===== config.mk =====
export PLATFORM = sky130hd
export DESIGN_NAME = alu_result_queue
export DESIGN_NICKNAME = d
export VERILOG_FILES = /design/src/rtl/alu_result_queue.sv
export SDC_FILE = /design/constraint.sdc
export NUM_CORES = 1
export LEC_CHECK = 0
export CAP_MARGIN = 0
export CORE_MARGIN = 3
export CORE_UTILIZATION = 45
export DETAILED_ROUTE_END_ITERATION = 7
export GPL_ROUTABILITY_DRIVEN = 0
export PLACE_DENSITY_LB_ADDON = 0.12
export SETUP_SLACK_MARGIN = 0.02
export SKIP_CTS_REPAIR_TIMING = 1
export SYNTH_ARGS = -nofsm -noshare
export SYNTH_HDL_FRONTEND = slang
export SYNTH_SLANG_ARGS = --single-unit
export TNS_END_PERCENT = 10

===== constraint.sdc =====
create_clock -name clk -period 5.7 [get_ports clk]
set_input_delay 1.14 -clock clk [delete_from_list [all_inputs] [get_ports clk]]
set_output_delay 1.14 -clock clk [all_outputs]
set_load 0.05 [all_outputs]

===== src/rtl/alu_result_queue.sv =====
// Buffers ALU results with derived {N,Z,C,V} flags in a DEPTH-entry FIFO; entries appear on out_* one cycle after push.
// Backpressure: in_ready = !full from registered state only (no pop-through when full); out_* held stable until out_ready.
module alu_result_queue #(
  parameter int         W      = 32,
  parameter int         DEPTH  = 4,
  parameter logic [2:0] OP_ADD = 3'b100,
  parameter logic [2:0] OP_SUB = 3'b101
) (
  input  logic                     clk,
  input  logic                     rst_n,
  input  logic                     in_valid,
  output logic                     in_ready,
  input  logic [W:0]               in_result,
  input  logic                     in_a_msb,
  input  logic                     in_b_msb,
  input  logic [2:0]               in_alop,
  output logic                     out_valid,
  input  logic                     out_ready,
  output logic [W-1:0]             out_data,
  output logic [3:0]               out_flags,
  output logic [$clog2(DEPTH):0]   count,
  output logic [7:0]               ovf_count,
  input  logic                     ovf_clr
);
  localparam int AW = $clog2(DEPTH);
  localparam int CW = AW + 1;

  logic [W+3:0]  r_mem [DEPTH];
  logic [AW-1:0] r_wr_ptr;
  logic [AW-1:0] r_rd_ptr;
  logic [CW-1:0] r_count;
  logic [7:0]    r_ovf_count;

  logic w_full;
  logic w_empty;
  logic w_push;
  logic w_pop;
  logic w_n;
  logic w_z;
  logic w_c;
  logic w_v;

  assign w_full    = (r_count == CW'(DEPTH));
  assign w_empty   = (r_count == '0);
  assign in_ready  = !w_full;
  assign out_valid = !w_empty;
  assign w_push    = in_valid && !w_full;
  assign w_pop     = out_ready && !w_empty;

  always_comb begin
    w_n = in_result[W-1];
    w_z = (in_result[W-1:0] == '0);
    w_c = in_result[W];
    w_v = 1'b0;
    // For subtract, result[W] already carries the borrow, so only V needs operand signs
    if (in_alop == OP_ADD) begin
      w_v = (in_a_msb == in_b_msb) && (in_result[W-1] != in_a_msb);
    end else if (in_alop == OP_SUB) begin
      w_v = (in_a_msb != in_b_msb) && (in_result[W-1] != in_a_msb);
    end
  end

  always_ff @(posedge clk) begin
    if (w_push) begin
      r_mem[r_wr_ptr] <= {w_n, w_z, w_c, w_v, in_result[W-1:0]};
    end
  end

  always_ff @(posedge clk or negedge rst_n) begin
    if (!rst_n) begin
      r_wr_ptr <= '0;
      r_rd_ptr <= '0;
      r_count  <= '0;
    end else begin
      if (w_push) begin
        r_wr_ptr <= r_wr_ptr + AW'(1);
      end
      if (w_pop) begin
        r_rd_ptr <= r_rd_ptr + AW'(1);
      end
      case ({w_push, w_pop})
        2'b10:   r_count <= r_count + CW'(1);
        2'b01:   r_count <= r_count - CW'(1);
        default: r_count <= r_count;
      endcase
    end
  end

  always_ff @(posedge clk or negedge rst_n) begin
    if (!rst_n) begin
      r_ovf_count <= '0;
    end else if (ovf_clr) begin
      r_ovf_count <= '0;
    end else if (w_push && w_v && (r_ovf_count != 8'hFF)) begin
      r_ovf_count <= r_ovf_count + 8'd1;
    end
  end

  assign out_data  = w_empty ? '0 : r_mem[r_rd_ptr][W-1:0];
  assign out_flags = w_empty ? '0 : r_mem[r_rd_ptr][W+3:W];
  assign count     = r_count;
  assign ovf_count = r_ovf_count;

endmodule


==> results of run 1 <==
-- metal layers --
layer | share of wire (%) | vias to the layer above | global-route usage (%) | routed length [um]
li1 | - | 1503 | - | -
met1 | 44 | 1667 | 23.2 | 5390
met2 | 50 | 81 | 26.8 | 6030
met3 | 4.6 | 17 | 4.68 | 555
met4 | 1.5 | 0 | 6.71 | 187
met5 | 0 | - | 0 | 0
-- critical path, cell delays in order, from the launching register on --
cell and delay, ns:
dfrtp_2 0.79, buf_4 0.47, mux4_2 0.56, and2_1 0.19, clkdlybuf4s50_1 0.70
-- sequential cells by signal, indices dropped and copies added (netlist names) --
name and flops:
count 3, r_mem 140, r_wr_ptr 2, r_rd_ptr 2, ovf_count 8
-- layout make-up --
| type | instances | area share [%] |
|---|---|---|
| clock buffer | 17 | 5.34 |
| clock inverter | 15 | 2.26 |
| inverter | 9 | 0.424 |
| multi-input combinational | 148 | 20.1 |
| sequential | 155 | 57.5 |
| tap | 176 | 2.76 |
| timing repair buffer | 93 | 11.6 |
-- stage by stage --
stage	area (um2)	utilization, %	hold WS (ns)	total power, W	cells
final	7970	59.2	0.530	0.00479	613
after global routing	7970	59.2	0.563	0.00501	613
after CTS	7970	59.2	0.525	0.00486	613
after detailed placement	7360	54.7	0.506	0.00371	581
after global placement	7360	54.7	0.506	0.00369	581
after floorplan	6280	-	0.580	0.00305	328
-- cell families after synthesis --
logic type	after synthesis	synth area share [%]
adder cells (fa/ha/maj)	7	1.51
AO/OA/AOI/OAI	15	1.75
buffers and inverters	25	1.77
XOR/XNOR	7	0.976
AND/OR/NAND/NOR	79	7.73
flip-flops	155	72.9
multiplexers	40	13.4
-- Yosys cell counts, types with 4 or more instances --
library cell  number  area share (%)
edfxtp_1         140              67
and2_1            36             3.6
mux4_2            35              13
dfrtp_1           15             6.0
clkbuf_1           9            0.54
nor4_1             9            0.90
inv_1              8            0.48
nor2_1             8            0.48
ha_1               6             1.2
buf_2              5            0.40
a21oi_1            4            0.32
and3_1             4            0.40
nand2_1            4            0.24
or4_1              4            0.48
xnor2_1            4            0.56
-- how the worst max path moves through the flow --
stage	start	endpoint	slack (ns)	cells after the start
2_1_floorplan	count[0]	out_data[18]	2.40	4
3_3_place_gp	r_rd_ptr[0]	out_data[14]	1.77	4
3_5_place_dp	r_rd_ptr[0]	out_data[18]	1.76	4
4_1_cts	r_rd_ptr[0]	out_data[18]	1.31	4
5_1_grt	r_rd_ptr[0]	out_data[21]	1.17	4
6_report	r_rd_ptr[0]	out_data[22]	1.41	4
-- power groups by stage --
stage | combinational (W) | sequential (W) | clock [W]
after global placement | 0.00203 | 0.00166 | 0
final | 0.00200 | 0.00164 | 0.00115
after floorplan | 0.00146 | 0.00159 | 0
after detailed placement | 0.00203 | 0.00167 | 0
after CTS | 0.00204 | 0.00165 | 0.00117
after global routing | 0.00212 | 0.00167 | 0.00122
==> impl_metrics.json, run 1 <==
{
  "cts_sinks": 155,
  "r2r-end": "count[2]",
  "finClkSkew_ns": 0.00505,
  "synth-main-ff-cell": "edfxtp_1",
  "p_sw_w": 0.00180,
  "ys_types": 41,
  "cp-end-kind": "output pin",
  "synth-edff-count": 140,
  "ff2ff_path_depth": 9,
  "p_sw_share_pct": 37.5,
  "synth_area_mm2": 0.00628,
  "dieWidth_um": 124,
  "grt_pass1_vias": 3458,
  "min_period_ns": 4.29,
  "synth-seq-area-share_pct": 72.9,
  "relSlewSlack_pct": 35.5,
  "seq_area_mm2": 0.00458,
  "whs_endpoint": "count[2]",
  "core_area_mm2": 0.0135,
  "cts_buffer_depth": 2,
  "holdPathStages": 1,
  "die_y_um": 124,
  "reg2reg_setup_slack_ns": 3.33,
  "pin_count": 92,
  "via_count": 3268,
  "layout_commonest_cell": "edfxtp_1",
  "cts-htree-levels": 4,
  "route.detailed.drc": 0,
  "routed_via_density": 5.33,
  "place_ws_ns": 1.76,
  "synthArstFlopShare_pct": 9.68,
  "seqPwrFrac_pct": 34.3,
  "r2r-start": "count[1]",
  "start_util_pct": 46.7,
  "leakage_nw": 2.67,
  "drt_wl_total_mm": 12.2,
  "hp-class": "reg -> reg",
  "grt_overflow_total": 0,
  "clock_latency_ns": 0.42,
  "intPower_w": 0.00300,
  "syn2layout_area_growth_pct": 26.8,
  "vdd_drop_max_uv": 440,
  "tritoncts": "yes",
  "antenna_left": 0,
  "io_buffer_count": 91,
  "hold_violations": 0,
  "grt_max_degree": 38,
  "ys_warn_count": 0,
  "wl_per_cell_um": 19.8,
  "antenna_found_initial": 0,
  "clk_pin_slew_ns": 0.06,
  "pwr-share-clk_pct": 23.9,
  "cp.arrival_ns": 3.15,
  "tightestPinTransition_ns": 0.968,
  "required_ns": 4.56,
  "synth_seq_cells": 155,
  "tns_ns": 0,
  "fin_crit_sh_pct": 75.2,
  "critPathKind": "reg -> out",
  "setup_viol": 0,
  "syn-instance-count": 328,
  "hpwl_mm": 7.29,
  "n_antenna_cell": 0,
  "die_area_mm2": 0.0154,
  "run_status": "finished clean",
  "avgSynthCellArea_um2": 19.2,
  "cp-start-kind": "flop",
  "grt.total_usage_pct": 17.1,
  "power_frac_comb_pct": 41.8,
  "pwr_density_cell_mw_per_mm2": 602,
  "clock.fmax_ghz": 0.233,
  "rsz0062_at_grt": "no",
  "grt_pass1_wl_mm": 19.1,
  "cts-buffers-inserted": 17,
  "firstDrtPassIters": 4,
  "min-delay-start": "count[2]",
  "multi_input_area_mm2": 0.00160,
  "syn_nets": 378,
  "cap_viol_max_count": 0,
  "timing.final.ws_setup_ns": 1.41,
  "root_buffer": "clkbuf_16",
  "final_cell_mix": "edfxtp_1 (140), clkdlybuf4s50_1 (91), and2_1 (36)",
  "drive_gt1_share_pct": 17.8,
  "num_rows": 42,
  "final_nets": 474,
  "nFillCells": 1018,
  "drtIter0Drc": 261,
  "final_max_slew_viol_count": 0,
  "cp_max_fo": 20
}
No activity file was read; power rests on OpenSTA's default activity.
==> inputs of run 2 (changes only) <==
==> constraint.sdc (replaced) <==
create_clock -name clk -period 3.73 [get_ports clk]
set_input_delay 0.746 -clock clk [delete_from_list [all_inputs] [get_ports clk]]
set_output_delay 0.746 -clock clk [all_outputs]
set_load 0.05 [all_outputs]
==> run 2 against run 1 <==
Critical path depth did not move. Register-to-register slack got worse by 2.0 ns. Setup slack got worse by 1.0 ns. Global-route usage fell by 0.19 points. Combinational power rose by 63%. Clock skew rose by 0.00069 ns. Sequential share of layout area fell by 0.43 points. Die area did not move. Critical endpoint is now out_data[28].
==> impl_metrics.json, run 2 (synthesized netlist as in run 1, its figures left out) <==
{
  "run_status": "finished clean",
  "topRoutingLayerUsed": "met4",
  "path_buf_inv": 2,
  "wl_met3_um": 583,
  "place_ws_ns": 0.758,
  "top_register": "r_mem",
  "crit_family": "buffers and inverters",
  "io_buffer_count": 91,
  "clock.fmax_ghz": 0.298,
  "grt_pass1_vias": 3441,
  "drtIter0Drc": 287,
  "core_area_mm2": 0.0135,
  "min_period_ns": 3.36,
  "cts-htree-levels": 4,
  "start_util_pct": 46.7,
  "rsz0062_at_grt": "no",
  "crit_slowest_cell": "clkdlybuf4s50_1",
  "final_cell_mix": "edfxtp_1 (140), clkdlybuf4s50_1 (91), and2_1 (36)",
  "cp.arrival_ns": 2.61,
  "relSlewSlack_pct": 34.7,
  "wirelength_met1_mm": 5.48,
  "critPathKind": "reg -> out",
  "routed_via_density": 5.40,
  "timing.final.ws_setup_ns": 0.372,
  "tightestPinTransition_ns": 0.952,
  "grt_max_degree": 38,
  "via_count": 3359,
  "hp-class": "reg -> reg",
  "grt_pass1_wl_mm": 18.9,
  "fin_crit_sh_pct": 90.0,
  "tritoncts": "yes",
  "syn2layout_area_growth_pct": 27.7,
  "pin_count": 92,
  "required_ns": 2.98,
  "die_area_mm2": 0.0154,
  "num_rows": 42,
  "setup_viol": 0,
  "antenna_left": 0,
  "cp-start-kind": "flop",
  "layout_commonest_cell": "edfxtp_1",
  "drive_gt1_share_pct": 19.5,
  "slowest_delay_ns": 0.70,
  "cp_max_fo": 18,
  "cts_buffer_depth": 2,
  "root_buffer": "clkbuf_16",
  "leakage_nw": 2.71,
  "finClkSkew_ns": 0.00574,
  "drt_wl_total_mm": 12.1,
  "antenna_found_initial": 0,
  "cp-end-kind": "output pin",
  "dieWidth_um": 124,
  "hpwl_mm": 7.86,
  "clk_pin_slew_ns": 0.06,
  "n_antenna_cell": 0,
  "die_y_um": 124,
  "wl_met2_mm": 5.90,
  "tns_ns": 0,
  "wl_per_cell_um": 19.5,
  "firstDrtPassIters": 4,
  "grt.total_usage_pct": 17.0,
  "cts-buffers-inserted": 17,
  "vdd_drop_max_uv": 552,
  "hold_violations": 0,
  "route.detailed.drc": 0,
  "grt_overflow_total": 0,
  "cap_viol_max_count": 0,
  "final_max_slew_viol_count": 0,
  "pwr_density_cell_mw_per_mm2": 907,
  "cts_sinks": 155,
  "clock_latency_ns": 0.42,
  "final_nets": 483,
  "largest_reg_flops": 140,
  "path_cells": "buf_12 -> mux4_2 -> and2_1 -> clkdlybuf4s50_1"
}
-- run 2: per-layer routing --
layer  global-route usage, %  up-vias
li1                        -     1517
met5                       0        -
met2                    26.0      105
met4                    5.54        0
met1                    23.9     1723
met3                    4.59       14
-- run 2: stage by stage --
| step | hold slack (ns) | utilization, % | cells | instance area (um2) | total power [W] |
|---|---|---|---|---|---|
| 4_1_cts | 0.516 | 59.7 | 622 | 8030 | 0.00738 |
| 5_1_grt | 0.549 | 59.7 | 622 | 8030 | 0.00762 |
| 3_5_place_dp | 0.500 | 55.5 | 590 | 7460 | 0.00575 |
| 3_3_place_gp | 0.502 | 55.5 | 590 | 7460 | 0.00573 |
| 6_report | 0.521 | 59.7 | 622 | 8030 | 0.00728 |
| 2_1_floorplan | 0.450 | - | 328 | 6280 | 0.00466 |
-- run 2: where the power goes --
part | switching (W) | internal (W)
combinational | 0.00198 | 0.00128
sequential | 0.000137 | 0.00227
clock | 0.000642 | 0.000975
total | 0.00276 | 0.00452
-- run 2: cell type report --
type	instances	area (um2)
Clock inverter	13	128
Timing Repair Buffer	102	1030
Sequential cell	155	4580
Tap cell	176	220
Clock buffer	19	433
Fill cell	1051	5430
Multi-Input combinational cell	148	1600
Inverter	9	33.8
-- run 2: final timing paths --
path,from,endpoint,slack [ns],cells past startpoint
setup / recovery,r_rd_ptr[0],out_data[28],0.37,4
setup reg to reg,count[1],count[2],1.32,9
max in group asynchronous,rst_n,r_rd_ptr[0],2.48,1
hold / removal,count[2],count[2],0.52,1
hold reg to reg,count[2],count[2],0.52,1
min in group asynchronous,rst_n,ovf_count[6],0.76,1
==> inputs of run 3 (changes only) <==
--- a/config.mk
+++ b/config.mk
@@ -10,6 +10,7 @@
 export CORE_UTILIZATION = 45
 export DETAILED_ROUTE_END_ITERATION = 7
 export GPL_ROUTABILITY_DRIVEN = 0
+export MAX_ROUTING_LAYER = met4
 export PLACE_DENSITY_LB_ADDON = 0.12
 export SETUP_SLACK_MARGIN = 0.02
 export SKIP_CTS_REPAIR_TIMING = 1
==> run 3 against run 2 <==
Core utilization stayed put. Clock skew is 0.0012 ns higher. Sequential share of layout area stayed put. Count of clock-buffer cells in the layout stayed put. Power hardly changed. Sequential power hardly changed. Hold slack worse by 0.0027 ns. Cell count stayed put. Wire length is 0.16% higher. Non-clock buffer count stayed put. Critical endpoint unchanged.
==> impl_metrics.json, run 3 (synthesized netlist as in run 1, its figures left out) <==
{
  "run_status": "finished clean",
  "cts-htree-levels": 4,
  "tns_ns": 0,
  "layout_commonest_cell": "edfxtp_1",
  "required_ns": 2.98,
  "grt_pass1_vias": 3442,
  "vdd_drop_max_uv": 554,
  "cap_viol_max_count": 0,
  "final_max_slew_viol_count": 0,
  "setup_viol": 0,
  "fin_crit_sh_pct": 89.9,
  "dpl_cell_area_mm2": 0.00746,
  "cts_sinks": 155,
  "top_register": "r_mem",
  "drive_gt1_share_pct": 19.5,
  "route.detailed.drc": 0,
  "final_cell_mix": "edfxtp_1 (140), clkdlybuf4s50_1 (91), and2_1 (36)",
  "io_buffer_count": 91,
  "wl_per_cell_um": 19.5,
  "final_nets": 483,
  "p_sw_w": 0.00276,
  "dieWidth_um": 124,
  "pin_count": 92,
  "start_util_pct": 46.7,
  "tritoncts": "yes",
  "cp_max_fo": 18,
  "cp-start-kind": "flop",
  "intPower_w": 0.00452,
  "pwr-share-clk_pct": 22.2,
  "finClkSkew_ns": 0.00696,
  "grt_max_degree": 38,
  "hp-class": "reg -> reg",
  "largest_reg_flops": 140,
  "rsz0062_at_grt": "no",
  "timing.final.ws_setup_ns": 0.376,
  "power_frac_comb_pct": 44.7,
  "cp.arrival_ns": 2.61,
  "grt.total_usage_pct": 17.4,
  "drtIter0Drc": 315,
  "grt_overflow_total": 0,
  "routed_via_density": 5.36,
  "seqPwrFrac_pct": 33.0,
  "min_period_ns": 3.35,
  "cts_buffer_depth": 2,
  "die_area_mm2": 0.0154,
  "critPathKind": "reg -> out",
  "place_ws_ns": 0.758,
  "grt_pass1_wl_mm": 18.9,
  "hold_violations": 0,
  "clock_latency_ns": 0.42,
  "drt_wl_total_mm": 12.1,
  "post-route-cell-area_mm2": 0.00803,
  "die_y_um": 124,
  "syn2layout_area_growth_pct": 27.7,
  "hpwl_mm": 7.86,
  "antenna_left": 0,
  "p_sw_share_pct": 37.9,
  "antenna_found_initial": 0,
  "tightestPinTransition_ns": 0.925,
  "cts-buffers-inserted": 17,
  "leakage_nw": 2.71,
  "relSlewSlack_pct": 36.6,
  "firstDrtPassIters": 4,
  "root_buffer": "clkbuf_16",
  "clock.fmax_ghz": 0.298,
  "via_count": 3337,
  "pwr_density_cell_mw_per_mm2": 907,
  "final_util_pct": 59.7,
  "core_area_mm2": 0.0135,
  "finalPower_w": 0.00728,
  "cp-end-kind": "output pin",
  "num_rows": 42,
  "clk_pin_slew_ns": 0.06,
  "n_antenna_cell": 0
}
[run 3: worst paths after layout]
| kind | from | endpoint | slack, ns | cells past startpoint |
|---|---|---|---|---|
| min reg2reg | count[2] | count[2] | 0.52 | 1 |
| max | r_rd_ptr[0] | out_data[28] | 0.38 | 4 |
| min | count[2] | count[2] | 0.52 | 1 |
| max in group asynchronous | rst_n | r_rd_ptr[1] | 2.48 | 1 |
| max reg2reg | count[1] | count[2] | 1.31 | 9 |
| min in group asynchronous | rst_n | ovf_count[5] | 0.76 | 1 |
[run 3: through the flow]
step / hold slack [ns] / instances
final: 0.519 / 622
after global routing: 0.549 / 622
after CTS: 0.516 / 622
after detailed placement: 0.500 / 590
after global placement: 0.502 / 590
after floorplan: 0.450 / 328
[run 3: layer usage]
metal  routed length, um  part of all wire [%]  track usage [%]  up-vias
li1                    -                     -                -     1518
met2                5880                    48             26.0      102
met3                 585                   4.8             3.77       16
met5                   0                     0                -        -
met4                 178                   1.5             6.37        0
met1                5510                    45             23.9     1701
[run 3: final cells by class]
cell class                      count  area, um2
Fill cell                        1051       5430
Clock buffer                       19        433
Timing Repair Buffer              102       1030
Multi-Input combinational cell    148       1600
Tap cell                          176        220
Sequential cell                   155       4580
Inverter                            9       33.8
Clock inverter                     13        128
[run 3: critical path, stage by stage, from the launching register on]
cell             delay (ns)
dfrtp_2                0.56
buf_12                 0.24
mux4_2                 0.51
and2_1                 0.18
clkdlybuf4s50_1        0.70
[run 3: power by group through the flow]
stage	logic [W]	clock network, W	registers, W
floorplan	0.00223	0	0.00243
detailed placement	0.00331	0	0.00245
global route	0.00345	0.00173	0.00244
global placement	0.00330	0	0.00243
finish	0.00326	0.00162	0.00241
CTS	0.00332	0.00165	0.00241
==> variant 1, RTL diff (flow settings as in run 3) <==
The parameter `DEPTH` goes from 4 to 16.
--- a/src/rtl/alu_result_queue.sv
+++ b/src/rtl/alu_result_queue.sv
@@ -2,7 +2,7 @@
 // Backpressure: in_ready = !full from registered state only (no pop-through when full); out_* held stable until out_ready.
 module alu_result_queue #(
   parameter int         W      = 32,
-  parameter int         DEPTH  = 4,
+  parameter int         DEPTH  = 16,
   parameter logic [2:0] OP_ADD = 3'b100,
   parameter logic [2:0] OP_SUB = 3'b101
 ) (
Interface: changed (resized count); port bits go from 92 to 94. No check against the original RTL was run, so the function may have changed too.
==> variant 1 against run 3 <==
Non-clock buffer count rose by 72; sequential cell count rose by 426; cell area rose to 3.3 times the old value; largest power group is now sequential cells; power rose to 2.9 times the old value; synthesized cell count rose to 3.1 times the old value; first-iteration DRC count rose to 2.7 times the old value; setup slack got worse by 0.26 ns; clock skew rose by 0.011 ns; largest cell class unchanged; via count rose to 3.2 times the old value; synthesized area rose to 3.6 times the old value; sequential power rose to 3.4 times the old value; routed wire length rose to 4.1 times the old value.
==> variant 1: results (changes against run 3) <==
Share of cells above drive strength 1: 29.2% (+9.7 points). The tools report the HPWL after detailed placement as 28200 µm (+260%). The flip-flop cell with the highest count after synthesis is edfxtp_1. The commonest cells after synthesis are edfxtp_1, mux4_2, mux2i_1.

The share of flip-flops with an asynchronous set or reset after synthesis was 3.61% (-6.1 points). The post-detailed-placement cell area came out at 0.0248 mm² (+230%). The tools report the clock tree skew after final layout as 0.0179 ns (+0.0110 ns). The average footprint of a synthesized cell is 22.3 µm² (+17%). The transition time at the pin with the least slew margin came out at 1.04 ns (+0.111 ns). The logs give 32.0% (+6.0 points) for the global routing met2 resource utilization and 19.8% (+2.4 points) for the all-layer global routing usage.

The routed via count divided by cell count was 5.68 (+5.9%). The routed wirelength normalized by instance count was 26.2 µm (+34%). The logs give 1899 (+210%) for the count of non-filler cells in the finished layout and 46 (+12%) for the number of unique standard cell types used by synthesis. The reported net switching power was 7.26 mW (+160%). The run gives 27.0% (+3.1 points) as the met1 track demand over resource. The maximum single-stage delay on the critical path works out to 0.45 ns (-0.25 ns). Instance count after placement with tap cells included: 1788 (+200%). Number of buffers inserted by port buffering: 93 (+2.2%). The violation count after the first detailed-route iteration is 850 (+170%).

The data arrival time of the critical path is 2.87 ns (+0.26 ns). Final layout net count: 1243 (+160%). Number of global-route vias before repair: 11.5k (+230%). The run finished with clean final reports.

The leakage power summed over all cells was 8.65 nW (+220%). The maximum number of pins on one net before global-route repair was 49 (+29%). The number of flip-flops under the largest register name is 560 (+300%), and the share of synthesized area occupied by flip-flops and latches is 76.8% (+3.9 points). The maximum clock path buffer count is 3 (+1). By area the synthesized netlist is led by edfxtp_1, mux4_2, mux2i_1, dfrtp_1, o22ai_1. The clock buffer count from CTS came out at 59 (+42). On the critical path, the stage with the largest delay is an instance of dfrtp_2. For the maximum vdd ir drop, the log shows 0.658 mV (+19%).
## variant 1: final timing paths
kind                       depth (start not counted)     start  slack (ns)      endpoint
setup reg to reg                                  10  count[2]        0.95      count[4]
hold reg to reg                                    1  count[2]        0.55      count[2]
min in group asynchronous                          1     rst_n        0.71  ovf_count[1]
setup / recovery                                   6  count[2]        0.11  out_flags[2]
hold / removal                                     1  count[2]        0.55      count[2]
max in group asynchronous                          1     rst_n        2.26   r_rd_ptr[3]
## variant 1: worst max-delay path, delay by kind of cell, from the launching register on
family                 cells  cell delay [ns]
AOI/OAI and AO/OA          1             0.20
and+or+nand+nor            3             1.13
DFF                        1             0.45
buffers and inverters      2             0.47
## variant 1: logic make-up (layout without fill, tap and decap cells)
kind of cell	after synthesis	count (layout)	share of synthesized area, %
DFF	581	581	76.8
AOI/OAI and AO/OA	67	67	1.91
adders and majority gates	9	9	0.498
and+or+nand+nor	66	66	1.71
buffers and inverters	61	285	1.38
muxes	213	213	17.2
xor gates and xnor gates	14	14	0.543
## variant 1: through the flow
| stage | setup slack (ns) | util (%) | total power, mW | TNS [ns] |
|---|---|---|---|---|
| 2_1_floorplan | -0.463 | - | 13.6 | -48.61 |
| 3_3_place_gp | 0.417 | 50.4 | 16.0 | 0 |
| 3_5_place_dp | 0.412 | 50.4 | 16.0 | 0 |
| 4_1_cts | -0.272 | 53.9 | 21.4 | -3.18 |
| 5_1_grt | 0.0273 | 54.0 | 22.1 | 0 |
| 6_report | 0.114 | 54.0 | 21.1 | 0 |
## variant 1: layer usage
layer,share of wire [%],vias up
li1,-,4671
met1,43,5823
met2,51,236
met3,4.1,62
met4,1.8,0
met5,0,-
## variant 1: area by class of cell
class | count | area (µm²)
fill | 3835 | 22700
sequential | 581 | 17400
multi-input combinational | 369 | 5080
tap | 664 | 831
timing repair buffer | 174 | 1590
clock buffer | 83 | 1590
clock inverter | 22 | 125
inverter | 6 | 27.5
## variant 1: power groups by stage
stage               Combinational [mW]  Clock (mW)  Sequential (mW)
global placement                  7.56           0             8.41
detailed placement                7.61           0             8.44
floorplan                         5.31           0             8.24
CTS                               7.62        5.46             8.30
finish                            7.53        5.31             8.28
global route                      8.01        5.70             8.35
==> variant 2, RTL diff (config.mk and constraints of run 3) <==
Without the edit above. Register the output `count` once more, cleared by the reset; this adds one clock of latency there. The other outputs are not delayed to match.
--- a/src/rtl/alu_result_queue.sv
+++ b/src/rtl/alu_result_queue.sv
@@ -98,7 +98,13 @@
 
   assign out_data  = w_empty ? '0 : r_mem[r_rd_ptr][W-1:0];
   assign out_flags = w_empty ? '0 : r_mem[r_rd_ptr][W+3:W];
-  assign count     = r_count;
+  always_ff @(posedge clk or negedge rst_n) begin
+    if (!rst_n) begin
+      count <= '0;
+    end else begin
+      count <= r_count;
+    end
+  end
   assign ovf_count = r_ovf_count;
 
 endmodule
Check against the original RTL: not equivalent (a bounded check fails within 4 cycles, from zero or initial values and one cycle with rst_n low).
==> variant 2 against run 3 <==
Power grew 2.0%; cell area grew 1.2%; critical path depth is the same; routed wire length grew 2.7%; synthesized area grew 1.4%; sequential cell count grew 3; global-route usage grew 0.13 points; setup slack lost 0.053 ns; critical path type unchanged; largest cell class unchanged.
==> variant 2: results (changes against run 3) <==
The sum of met3 wire segment lengths after detailed routing was 493 µm (-16%). For the length of routed met2 wiring, the log shows 6430 µm (+9.4%). The worst slew slack as a fraction of its limit was 44.1% (+7.5 points). The clock tree skew after final layout was 0.00676 ns (-0.000201 ns). The all-layer global routing usage was 17.5% (+0.13 points).

The number of unique standard cell types used by synthesis is 37 (-9.8%). The share of flip-flops with an asynchronous set or reset after synthesis was 11.4% (+1.7 points). The run finished with clean final reports. For the number of global-route vias before repair, the log shows 3607 (+4.8%). The path depth of the worst reg2reg path works out to 8 (-1). The register-to-register path setup slack is 1.40 ns (+0.09 ns). The share of synthesized area occupied by flip-flops and latches was 73.1% (+0.18 points); the leakage power summed over all cells was 2.76 nW (+2.0%).

The logs give 0.625 mV (+13%) for the maximum vdd ir drop and 22.8% (-1.1 points) for the met1 track demand over resource. The worst register-to-register path ends at r_count[2]. The share of cells above drive strength 1 came out at 18.3% (-1.2 points). The run gives 1017 (-3.2%) as the number of filler cells placed in the layout.

The worst hold endpoint was count[2]. The number of cells on the worst hold path is 0 (-1), and the post-synthesis net count is 376 (-0.53%). The tools report the start point of the worst min-delay path as r_count[2]. The tools report the final layout net count as 481 (-0.41%). The met3 global-route usage came out at 4.86% (+1.1 points). The reg-to-reg critical path startpoint is r_count[0]. By area the synthesized netlist is led by edfxtp_1, mux4_2, dfrtp_1, and2_1, ha_1.

The total routed wire length on the met1 layer was 5490 µm (-0.22%). The data arrival time of the critical path is 2.66 ns (+0.05 ns). The power density relative to cell area is 915 mW/mm² (+0.80%).
[variant 2: cell type report]
| cell class | count | share of cell area, % |
|---|---|---|
| clock buffers | 20 | 5.38 |
| clock inverters | 11 | 1.52 |
| inverters | 8 | 0.370 |
| multi-input cells | 144 | 19.5 |
| flip-flops and latches | 158 | 57.3 |
| well taps | 176 | 2.71 |
| repair buffers | 102 | 13.2 |
[variant 2: worst max-delay path by stage]
stage,cells past startpoint,slack [ns],endpoint,startpoint
floorplan,4,1.18,out_data[20],r_count[0]
global placement,4,0.74,out_data[20],r_rd_ptr[0]
detailed placement,4,0.72,out_data[14],r_rd_ptr[0]
CTS,4,0.26,out_data[14],r_rd_ptr[0]
global route,4,0.20,out_data[1],r_rd_ptr[0]
finish,4,0.32,out_data[14],r_rd_ptr[0]
[variant 2: metrics by stage]
stage	setup slack, ns	hold slack (ns)	cell area, µm²	util, %	instances
5_1_grt	0.200	0.460	8120	59.9	619
2_1_floorplan	1.18	0.382	6370	-	326
4_1_cts	0.259	0.437	8120	59.9	619
3_3_place_gp	0.737	0.421	7560	55.8	588
3_5_place_dp	0.717	0.419	7560	55.8	588
6_report	0.323	0.443	8120	59.9	619
[variant 2: critical path: stages (launching register included)]
cell and delay [ns]:
dfrtp_2 0.61, buf_12 0.22, mux4_2 0.53, and2_1 0.17, clkdlybuf4s50_1 0.71
[variant 2: logic make-up (layout without fill, tap and decap cells)]
kind of cell | Yosys count | after routing | synth area share [%]
DFF | 158 | 158 | 73.1
and+or+nand+nor | 75 | 75 | 7.44
muxes | 39 | 39 | 13.0
buffers and inverters | 24 | 141 | 2.10
AOI/OAI and AO/OA | 16 | 16 | 1.79
adders and majority gates | 7 | 7 | 1.49
xor gates and xnor gates | 7 | 7 | 1.08
